--- src/rtl/fxp_neuron_sequencer_if.sv ---
// Bundle of the layer-controller, buffer-read and result-handshake signals of
// the neuron sequencer. The slave side is the sequencer; master is controller+buffers.
interface fxp_neuron_sequencer_if #(
  parameter int ADDR_W = 10,
  parameter int LEN_W  = 9
);
  logic              start;
  logic [LEN_W-1:0]  len;
  logic [ADDR_W-1:0] w_base;
  logic [ADDR_W-1:0] x_base;
  logic [15:0]       bias;
  logic              relu_en;
  logic              mem_rd_en;
  logic [ADDR_W-1:0] w_addr;
  logic [ADDR_W-1:0] x_addr;
  logic [15:0]       w_data;
  logic [15:0]       x_data;
  logic              busy;
  logic              out_valid;
  logic              out_ready;
  logic [15:0]       out_data;

  modport master (
    output start, len, w_base, x_base, bias, relu_en, w_data, x_data, out_ready,
    input  mem_rd_en, w_addr, x_addr, busy, out_valid, out_data
  );

  modport slave (
    input  start, len, w_base, x_base, bias, relu_en, w_data, x_data, out_ready,
    output mem_rd_en, w_addr, x_addr, busy, out_valid, out_data
  );
endinterface

--- src/rtl/fxp_neuron_sequencer.sv ---
// Single-neuron Q8.8 dot product on one shared MAC: read -> product -> accumulate,
// then bias, floor, saturate, optional ReLU, and a valid/ready result handshake.
module fxp_neuron_sequencer #(
  parameter int ADDR_W = 10,
  parameter int LEN_W  = 9,
  parameter int ACC_W  = 42
) (
  input  logic                     clk,
  input  logic                     rst,
  fxp_neuron_sequencer_if.slave    bus
);

  localparam int STAGES = 1;
  localparam logic signed [ACC_W-1:0] SAT_MAX = ACC_W'(32767);
  localparam logic signed [ACC_W-1:0] SAT_MIN = ~SAT_MAX;

  typedef enum logic [2:0] {IDLE, FETCH, DRAIN, FINAL, OUT} state_t;

  state_t                   state, state_nxt;
  logic [LEN_W-1:0]         len_q, idx;
  logic [ADDR_W-1:0]        w_ptr, x_ptr;
  logic signed [15:0]       bias_q;
  logic                     relu_q;
  logic [STAGES:0]          vld_pipe;
  logic signed [31:0]       w_ext, x_ext, prod_q;
  logic signed [ACC_W-1:0]  acc, t_sum, r_shift;
  logic [15:0]              r_fin, out_q;
  logic                     accept, last_rd, rd_en;

  // vld_pipe[0]: read data present on w_data/x_data; vld_pipe[1]: prod_q valid
  assign w_ext   = {{16{bus.w_data[15]}}, bus.w_data};
  assign x_ext   = {{16{bus.x_data[15]}}, bus.x_data};
  assign last_rd = (idx == len_q - LEN_W'(1));
  assign rd_en   = (state == FETCH);

  always_ff @(posedge clk) begin
    if (rst) state <= IDLE;
    else     state <= state_nxt;
  end

  always_comb begin
    state_nxt = state;
    accept    = 1'b0;
    case (state)
      IDLE:  if (bus.start) begin
               accept    = 1'b1;
               state_nxt = (bus.len != '0) ? FETCH : FINAL;
             end
      FETCH: if (last_rd) state_nxt = DRAIN;
      // leave once the accumulate stage takes the final product this edge
      DRAIN: if (vld_pipe[1] && !vld_pipe[0]) state_nxt = FINAL;
      FINAL: state_nxt = OUT;
      OUT:   if (bus.out_ready) state_nxt = IDLE;
      default: state_nxt = IDLE;
    endcase
  end

  always_ff @(posedge clk) begin
    if (rst) begin
      len_q    <= '0;
      idx      <= '0;
      w_ptr    <= '0;
      x_ptr    <= '0;
      bias_q   <= '0;
      relu_q   <= 1'b0;
      vld_pipe <= '0;
      prod_q   <= '0;
      acc      <= '0;
      out_q    <= '0;
    end else begin
      vld_pipe <= {vld_pipe[STAGES-1:0], rd_en};
      if (vld_pipe[0]) prod_q <= w_ext * x_ext;
      if (accept) begin
        len_q  <= bus.len;
        bias_q <= bus.bias;
        relu_q <= bus.relu_en;
        w_ptr  <= bus.w_base;
        x_ptr  <= bus.x_base;
        idx    <= '0;
        acc    <= '0;
      end else begin
        if (rd_en) begin
          idx   <= idx + LEN_W'(1);
          w_ptr <= w_ptr + ADDR_W'(1);
          x_ptr <= x_ptr + ADDR_W'(1);
        end
        if (vld_pipe[1]) acc <= acc + {{(ACC_W-32){prod_q[31]}}, prod_q};
      end
      if (state == FINAL) out_q <= r_fin;
    end
  end

  // Bias aligned to Q16.16, arithmetic shift back to Q8.8 floors toward -inf
  always_comb begin
    t_sum   = acc + {{(ACC_W-24){bias_q[15]}}, bias_q, 8'h00};
    r_shift = t_sum >>> 8;
    if (r_shift > SAT_MAX)      r_fin = 16'h7FFF;
    else if (r_shift < SAT_MIN) r_fin = 16'h8000;
    else                        r_fin = r_shift[15:0];
    if (relu_q && r_fin[15]) r_fin = 16'h0000;
  end

  assign bus.mem_rd_en = rd_en;
  assign bus.w_addr    = w_ptr;
  assign bus.x_addr    = x_ptr;
  assign bus.busy      = (state != IDLE);
  assign bus.out_valid = (state == OUT);
  assign bus.out_data  = out_q;

endmodule
--- src/flat_wrapper.sv ---
// flat-port wrapper written by rule: the top's interface ports become plain ports
module fxp_neuron_sequencer_flat 
#(
  parameter int ADDR_W = 10,
  parameter int LEN_W  = 9,
  parameter int ACC_W  = 42
)
  (clk, rst, bus_start, bus_len, bus_w_base, bus_x_base, bus_bias, bus_relu_en, bus_w_data, bus_x_data, bus_out_ready, bus_mem_rd_en, bus_w_addr, bus_x_addr, bus_busy, bus_out_valid, bus_out_data);
  fxp_neuron_sequencer_if #(.ADDR_W(ADDR_W), .LEN_W(LEN_W)) bus_i ();
  input  logic clk;
  input  logic rst;
  input wire logic [$bits(bus_i.start)-1:0] bus_start;
  input wire logic [$bits(bus_i.len)-1:0] bus_len;
  input wire logic [$bits(bus_i.w_base)-1:0] bus_w_base;
  input wire logic [$bits(bus_i.x_base)-1:0] bus_x_base;
  input wire logic [$bits(bus_i.bias)-1:0] bus_bias;
  input wire logic [$bits(bus_i.relu_en)-1:0] bus_relu_en;
  input wire logic [$bits(bus_i.w_data)-1:0] bus_w_data;
  input wire logic [$bits(bus_i.x_data)-1:0] bus_x_data;
  input wire logic [$bits(bus_i.out_ready)-1:0] bus_out_ready;
  output wire logic [$bits(bus_i.mem_rd_en)-1:0] bus_mem_rd_en;
  output wire logic [$bits(bus_i.w_addr)-1:0] bus_w_addr;
  output wire logic [$bits(bus_i.x_addr)-1:0] bus_x_addr;
  output wire logic [$bits(bus_i.busy)-1:0] bus_busy;
  output wire logic [$bits(bus_i.out_valid)-1:0] bus_out_valid;
  output wire logic [$bits(bus_i.out_data)-1:0] bus_out_data;
  assign bus_i.start = bus_start;
  assign bus_i.len = bus_len;
  assign bus_i.w_base = bus_w_base;
  assign bus_i.x_base = bus_x_base;
  assign bus_i.bias = bus_bias;
  assign bus_i.relu_en = bus_relu_en;
  assign bus_i.w_data = bus_w_data;
  assign bus_i.x_data = bus_x_data;
  assign bus_i.out_ready = bus_out_ready;
  assign bus_mem_rd_en = bus_i.mem_rd_en;
  assign bus_w_addr = bus_i.w_addr;
  assign bus_x_addr = bus_i.x_addr;
  assign bus_busy = bus_i.busy;
  assign bus_out_valid = bus_i.out_valid;
  assign bus_out_data = bus_i.out_data;
  fxp_neuron_sequencer #(.ADDR_W(ADDR_W), .LEN_W(LEN_W), .ACC_W(ACC_W)) u_core (.clk(clk), .rst(rst), .bus(bus_i));
endmodule
--- config.mk ---
export PLATFORM = sky130hd
export DESIGN_NAME = fxp_neuron_sequencer_flat
export DESIGN_NICKNAME = d
export VERILOG_FILES = /design/src/rtl/fxp_neuron_sequencer_if.sv /design/src/rtl/fxp_neuron_sequencer.sv /design/src/flat_wrapper.sv
export SDC_FILE = /design/constraint.sdc
export NUM_CORES = 1
export LEC_CHECK = 0
export CAP_MARGIN = 0
export CORE_AREA = 2 2 180 253
export CTS_BUF_LIST = sky130_fd_sc_hd__clkbuf_2
export DETAILED_ROUTE_END_ITERATION = 8
export DIE_AREA = 0 0 182 255
export PLACE_DENSITY = 0.73
export SYNTH_ARGS = -nofsm -noshare
export SYNTH_HDL_FRONTEND = slang
export SYNTH_SLANG_ARGS = --single-unit
--- constraint.sdc ---
create_clock -name clk -period 13.38 [get_ports clk]
set_clock_uncertainty 0.2 [all_clocks]
set_input_delay 2.676 -clock clk [delete_from_list [all_inputs] [get_ports clk]]
set_output_delay 2.676 -clock clk [all_outputs]
set_load 0.05 [all_outputs]
==> out/qor.csv, run 1 <==
metric,value,unit
Routed wire per std cell,16.4,um
Startpoint Class,input pin,
DR iter-0 viols,742,
Setup CP Type,input pin to register,
Critical Path Start,bus_w_data[6],
"most common cell after layout, fill and taps aside",inv_1,
post-synth cell types,80,
Final ANT Viol Nets,0,
worst-margin pin slew,1090,ps
Reg area,3010,um2
CTS tree,yes,
part of the power in registers,10.0,%
CTS Buf Count,17,
1st-pass router iterations,6,
run status,"complete, no violations",
initial antenna violation count,1,
post-cts sizing count,0,
worst setup margin,4140,ps
reg2reg end,u_core.bus.out_data[2],
worst-case clock buffer depth,2,
Ys Warns,0,
VDD IR max,0.291,mV
largest net degree at the start of global routing,61,
Root Driver,clkbuf_2,
Vias,16000,
Multi-input gate area,15000,um2
CORE AREA,44400,um2
count of input and output buffers,120,
clock share of power,5.4,%
Comb power frac,84.6,%
Die X,182,um
"FFs w/ async S/R, synth",0,%
final wirelength,48.0,mm
leading post-synthesis cells by cell area,"fa_1, dfxtp_1, ha_1, inv_1, nand2_1",
Post-Route Setup TNS,0,ps
Hold EP,u_core.bias_q[6],
final hold vios,0,
fin crit period,9240,ps
r2r setup slk,8500,ps
RSZ-0062 raised after global routing,no,
Worst setup EP type,register,
site row count,92,
Yosys top cell by area,fa_1,
most frequent cells in the layout,"inv_1, fa_1, nand2_1, nor2_1, ha_1",
pins over their slew limit,0,
Post-Place Setup Slack,3310,ps
Post-Syn Area,19700,um2
Area Growth Syn to Fin,9.54,%
register bit total from synthesis,150,
first-pass GRT wire length,79.3,mm
Final Cycle Share,69.0,%
CTS sink count,150,
Die H,255,um
final net count,2854,
hpwl dp,38.9,mm
layout cells sized above 1,3.56,%
HP Class,register to register,
die area,46400,um2
CTS HTree Levels,4,
# hold bufs at CTS,0,
P_leak,9.97,nW
Post-synth EDFFs,0,
average cell area after synthesis,8.59,um2
arrival time worst endpoint,9720,ps
"Core Util, Final",48.5,%
"Reg clk slew, reported paths",200,ps
top cell type's share of synthesized area,26.9,%
max_slew headroom,27.2,%
post-synthesis sequential area ratio,15.3,%
Clock Latency Late Sink,810,ps
Syn Nets,2793,
vias in the first global route,16600,
Hold Path Origin,u_core.bias_q[6],
power per cell area,243,nW/um2
vias per inst,5.46,
worst r2r src,u_core.bias_q[15],
drt drc,0,
switching pwr,2.69,mW
number of setup buffers added after CTS,0,
Switching Share,51.4,%
ys flop type,dfxtp_1,
gpl congestion,0.912,
final setup vio count,0,
Filler Cells Inserted,4236,
Overflow after GRT,0,
post-synthesis cell count,2287,
hold depth,2,
fmax,108,MHz
top-level I/O count,121,
cell-internal power,2.54,mW
Max Cap Viol,0,
largest fanout on the critical path,16,
R2R depth,12,
CP Data Required Time,13860,ps
global-route total usage across every layer,20.9,%
starting density of the core,44.2,%
[state kept, by name, summed over array words and instances, names as in the netlist]
| signal | cells |
|---|---|
| u_core.acc | 42 |
| u_core.prod_q | 32 |
| u_core.bias_q | 16 |
| u_core.bus.out_data | 16 |
| u_core.bus.w_addr | 10 |
| u_core.bus.x_addr | 10 |
| u_core.idx | 9 |
| u_core.len_q | 9 |
| u_core.state | 3 |
| u_core.vld_pipe | 2 |
| u_core.relu_q | 1 |
[power by group through the flow]
stage	Clock (mW)	Sequential, mW	Combinational [mW]
floorplan	0	0.555	3.50
global placement	0	0.532	4.34
detailed placement	0	0.533	4.47
CTS	0.292	0.524	4.49
global route	0.306	0.530	5.09
finish	0.280	0.524	4.43
[area by class of cell]
type,instances,share of cell area [%]
diodes,1,0.0116
well taps,564,3.28
inverters,338,5.89
clock inverters,12,0.715
repair buffers,127,5.81
multi-input cells,1714,69.9
clock buffers,20,0.465
flip-flops and latches,150,14.0
[logic make-up (layout without fill, tap and decap cells)]
family / after synthesis / in the layout / share of synthesized area, %
xor gates and xnor gates: 110 / 110 / 4.90
other: 0 / 1 / 0
muxes: 59 / 59 / 3.02
and+or+nand+nor: 722 / 722 / 17.9
adders and majority gates: 424 / 424 / 37.1
AOI/OAI and AO/OA: 399 / 399 / 13.6
buffers and inverters: 423 / 497 / 8.24
DFF: 150 / 150 / 15.3
[stage by stage]
step                      instances  power, mW  area (um2)  hold WS (ps)
after detailed placement       2893       5.00       21300           256
after global routing           2926       5.92       21500           299
after floorplan                2287       4.05       19700           240
final                          2926       5.23       21500           283
after global placement         2893       4.87       21300           251
after CTS                      2925       5.31       21500           284
[how the worst max path moves through the flow]
stage	to	slack, ps	depth (start not counted)
2_1_floorplan	u_core.prod_q[30]	4640	24
3_3_place_gp	u_core.prod_q[30]	3480	26
3_5_place_dp	u_core.prod_q[30]	3310	23
4_1_cts	u_core.prod_q[30]	4220	23
5_1_grt	u_core.prod_q[30]	3730	26
6_report	u_core.prod_q[30]	4140	23
[synthesized netlist by cell type, drive strengths merged, types with 4 or more instances]
master	number
mux2i	57
ha	160
nor2	173
nand2b	22
o311ai	4
a31oi	14
a211o	5
nand2	243
dfxtp	150
nand3	27
a221oi	4
or4	7
clkbuf	68
xor2	36
fa	264
o211ai	11
and2	122
nor2b	12
and3	13
o21bai	13
o31ai	8
nand3b	9
o21a	11
xnor2	74
nor4	4
a41oi	4
buf	16
a21oi	135
nor3	29
a2111oi	5
nand4	24
a21o	49
o2111ai	5
or3	13
a211oi	22
a221o	15
o21ai	62
inv	338
nor3b	7
a311oi	7
[critical path, cell delays in order]
cell and delay, ps:
clkdlybuf4s50_1 770, and2_1 370, fa_1 500, inv_1 50
fa_1 550, fa_1 450, fa_1 500, inv_1 60
fa_1 530, inv_1 50, fa_1 520, inv_1 40
ha_1 350, a21o_1 180, a41oi_1 310, o21ai_0 260
a41oi_1 480, o221ai_1 250, a31oi_1 300, o21ai_0 150
xor2_1 160, mux2i_1 140, nor2_1 50
[routing by layer]
metal	vias up	routed length [um]	track usage [%]
met5	-	0	0
li1	7633	-	-
met3	112	1760	2.09
met4	0	1680	8.53
met1	7818	19100	23.9
met2	410	25500	39.7
Power figures use the tool's default switching activity.
==> run 2, diff against run 1 <==
Settings changed: PLACE_DENSITY 0.73 to 0.75.
Clock period 13.38 ns to 8.07 ns, I/O delays scaled along.
==> out/qor.csv, run 2 (same netlist as run 1, synthesis figures left out) <==
metric,value,unit,change
worst-margin pin slew,1070,ps,was 1090 ps
vias in the first global route,16800,,"was 16,600"
Final Cycle Share,95.1,%,
Die X,182,um,unchanged
final hold vios,0,,unchanged
fin crit period,7670,ps,
1st-pass router iterations,5,,was 6
initial antenna violation count,1,,unchanged
Max Cap Viol,0,,unchanged
final cell count without fillers,3046,,"was 2,926"
WL met1,19.5,mm,was 19.1 mm
most frequent cells in the layout,"inv_1, fa_1, nand2_1, nor2_1, ha_1",,unchanged
"Reg clk slew, reported paths",210,ps,was 200 ps
CTS sink count,150,,unchanged
site row count,92,,unchanged
Setup CP Type,input pin to register,,unchanged
final net count,2977,,"was 2,854"
Worst path max stage delay,590,ps,was 770 ps
starting density of the core,44.2,%,unchanged
largest registers,"u_core.acc: 42 flops, u_core.prod_q: 32 flops",,unchanged
Area Growth Syn to Fin,14.2,%,was 9.54%
VDD IR max,0.501,mV,was 0.291 mV
cell area after placement,22200,um2,"was 21,300 um2"
CTS tree,yes,,unchanged
post-cts sizing count,0,,unchanged
number of setup buffers added after CTS,0,,unchanged
Top Metal Used,met4,,unchanged
CORE AREA,44400,um2,unchanged
top-level I/O count,121,,unchanged
final setup vio count,0,,unchanged
final wirelength,47.0,mm,was 48.0 mm
met2 WL,24.7,mm,was 25.5 mm
layout cells sized above 1,8.26,%,was 3.56%
Root Driver,clkbuf_2,,unchanged
Final Instance Area,22500,um2,"was 21,500 um2"
P_leak,10.6,nW,was 9.97 nW
Worst setup EP type,register,,unchanged
Overflow after GRT,0,,unchanged
HP Class,register to register,,unchanged
Filler Cells Inserted,4183,,"was 4,236"
worst-case clock buffer depth,2,,unchanged
fmax,130,MHz,
CTS HTree Levels,4,,unchanged
CP most frequent cell,inv_1,,was fa_1
Biggest register,u_core.acc,,unchanged
# hold bufs at CTS,0,,unchanged
run status,"complete, no violations",,unchanged
die area,46400,um2,unchanged
largest net degree at the start of global routing,61,,unchanged
Die H,255,um,unchanged
pins over their slew limit,0,,unchanged
count of input and output buffers,120,,unchanged
hpwl dp,39.9,mm,was 38.9 mm
DR iter-0 viols,766,,was 742
gpl congestion,0.932,,was 0.912
vias per inst,5.30,,was 5.46
met3 wire length,1.31,mm,was 1.76 mm
power per cell area,433,nW/um2,was 243 nW/um2
CP Data Required Time,8510,ps,"was 13,860 ps"
Vias,16100,,"was 16,000"
arrival time worst endpoint,8110,ps,was 9720 ps
"most common cell after layout, fill and taps aside",inv_1,,unchanged
RSZ-0062 raised after global routing,no,,unchanged
global-route total usage across every layer,20.7,%,was 20.9%
largest fanout on the critical path,8,,was 16
Largest register FFs,42,,unchanged
CTS Buf Count,17,,unchanged
max_slew headroom,28.7,%,was 27.2%
CP max-delay cell,clkdlybuf4s50_1,,unchanged
Final ANT Viol Nets,0,,unchanged
WHS,276,ps,was 283 ps
drt drc,0,,unchanged
Clock Latency Late Sink,770,ps,was 810 ps
Routed wire per std cell,15.4,um,was 16.4 um
first-pass GRT wire length,79.4,mm,was 79.3 mm
Startpoint Class,input pin,,unchanged
# placed instances,3016,,"was 2,893"
==> run 2: where the power goes <==
part	total, mW	leakage [nW]	internal, mW	switching (mW)
Clock	0.416	0.124	0.137	0.279
Sequential	0.870	1.22	0.807	0.0636
Combinational	8.43	9.21	4.12	4.30
Total	9.71	10.6	5.07	4.65
==> run 2: cell type report <==
type	instances	area, um2	area share, %
diodes	1	2.50	0.0111
clock buffers	17	85.1	0.379
clock inverters	12	131	0.585
inverters	338	1270	5.65
multi-input cells	1714	15000	67.0
flip-flops and latches	150	3010	13.4
well taps	564	706	3.14
repair buffers	250	2210	9.85
==> run 2: per-layer routing <==
metal | GRT usage (%) | vias up
li1 | - | 7896
met1 | 24.0 | 7855
met2 | 39.2 | 296
met3 | 2.15 | 84
met4 | 7.83 | 0
met5 | 0 | -
==> run 2: path summary, 6_finish.rpt <==
kind / end / cells past startpoint / startpoint / slack, ps
max: u_core.prod_q[30] / 27 / bus_x_data[2] / 400
min reg2reg: u_core.bias_q[2] / 2 / u_core.bias_q[2] / 280
max reg2reg: u_core.bus.out_data[1] / 12 / u_core.bias_q[15] / 3280
min: u_core.bias_q[2] / 2 / u_core.bias_q[2] / 280
==> run 2: through the flow <==
stage	setup TNS [ps]	utilization, %	power, mW	setup WS [ps]
4_1_cts	0	50.5	9.83	533
6_report	0	50.5	9.71	397
3_3_place_gp	-794	50.0	9.16	-221
2_1_floorplan	0	-	6.72	392
5_1_grt	0	50.5	11.0	101
3_5_place_dp	-1310	50.0	9.37	-341
==> run 2: worst max-delay path: cells and delay by family <==
family	cells	cell delay, ps
AO/OA/AOI/OAI	8	1920
AND/OR/NAND/NOR	2	210
adder cells (fa/ha/maj)	7	2880
multiplexers	1	160
buffers and inverters	8	1160
XOR/XNOR	1	170
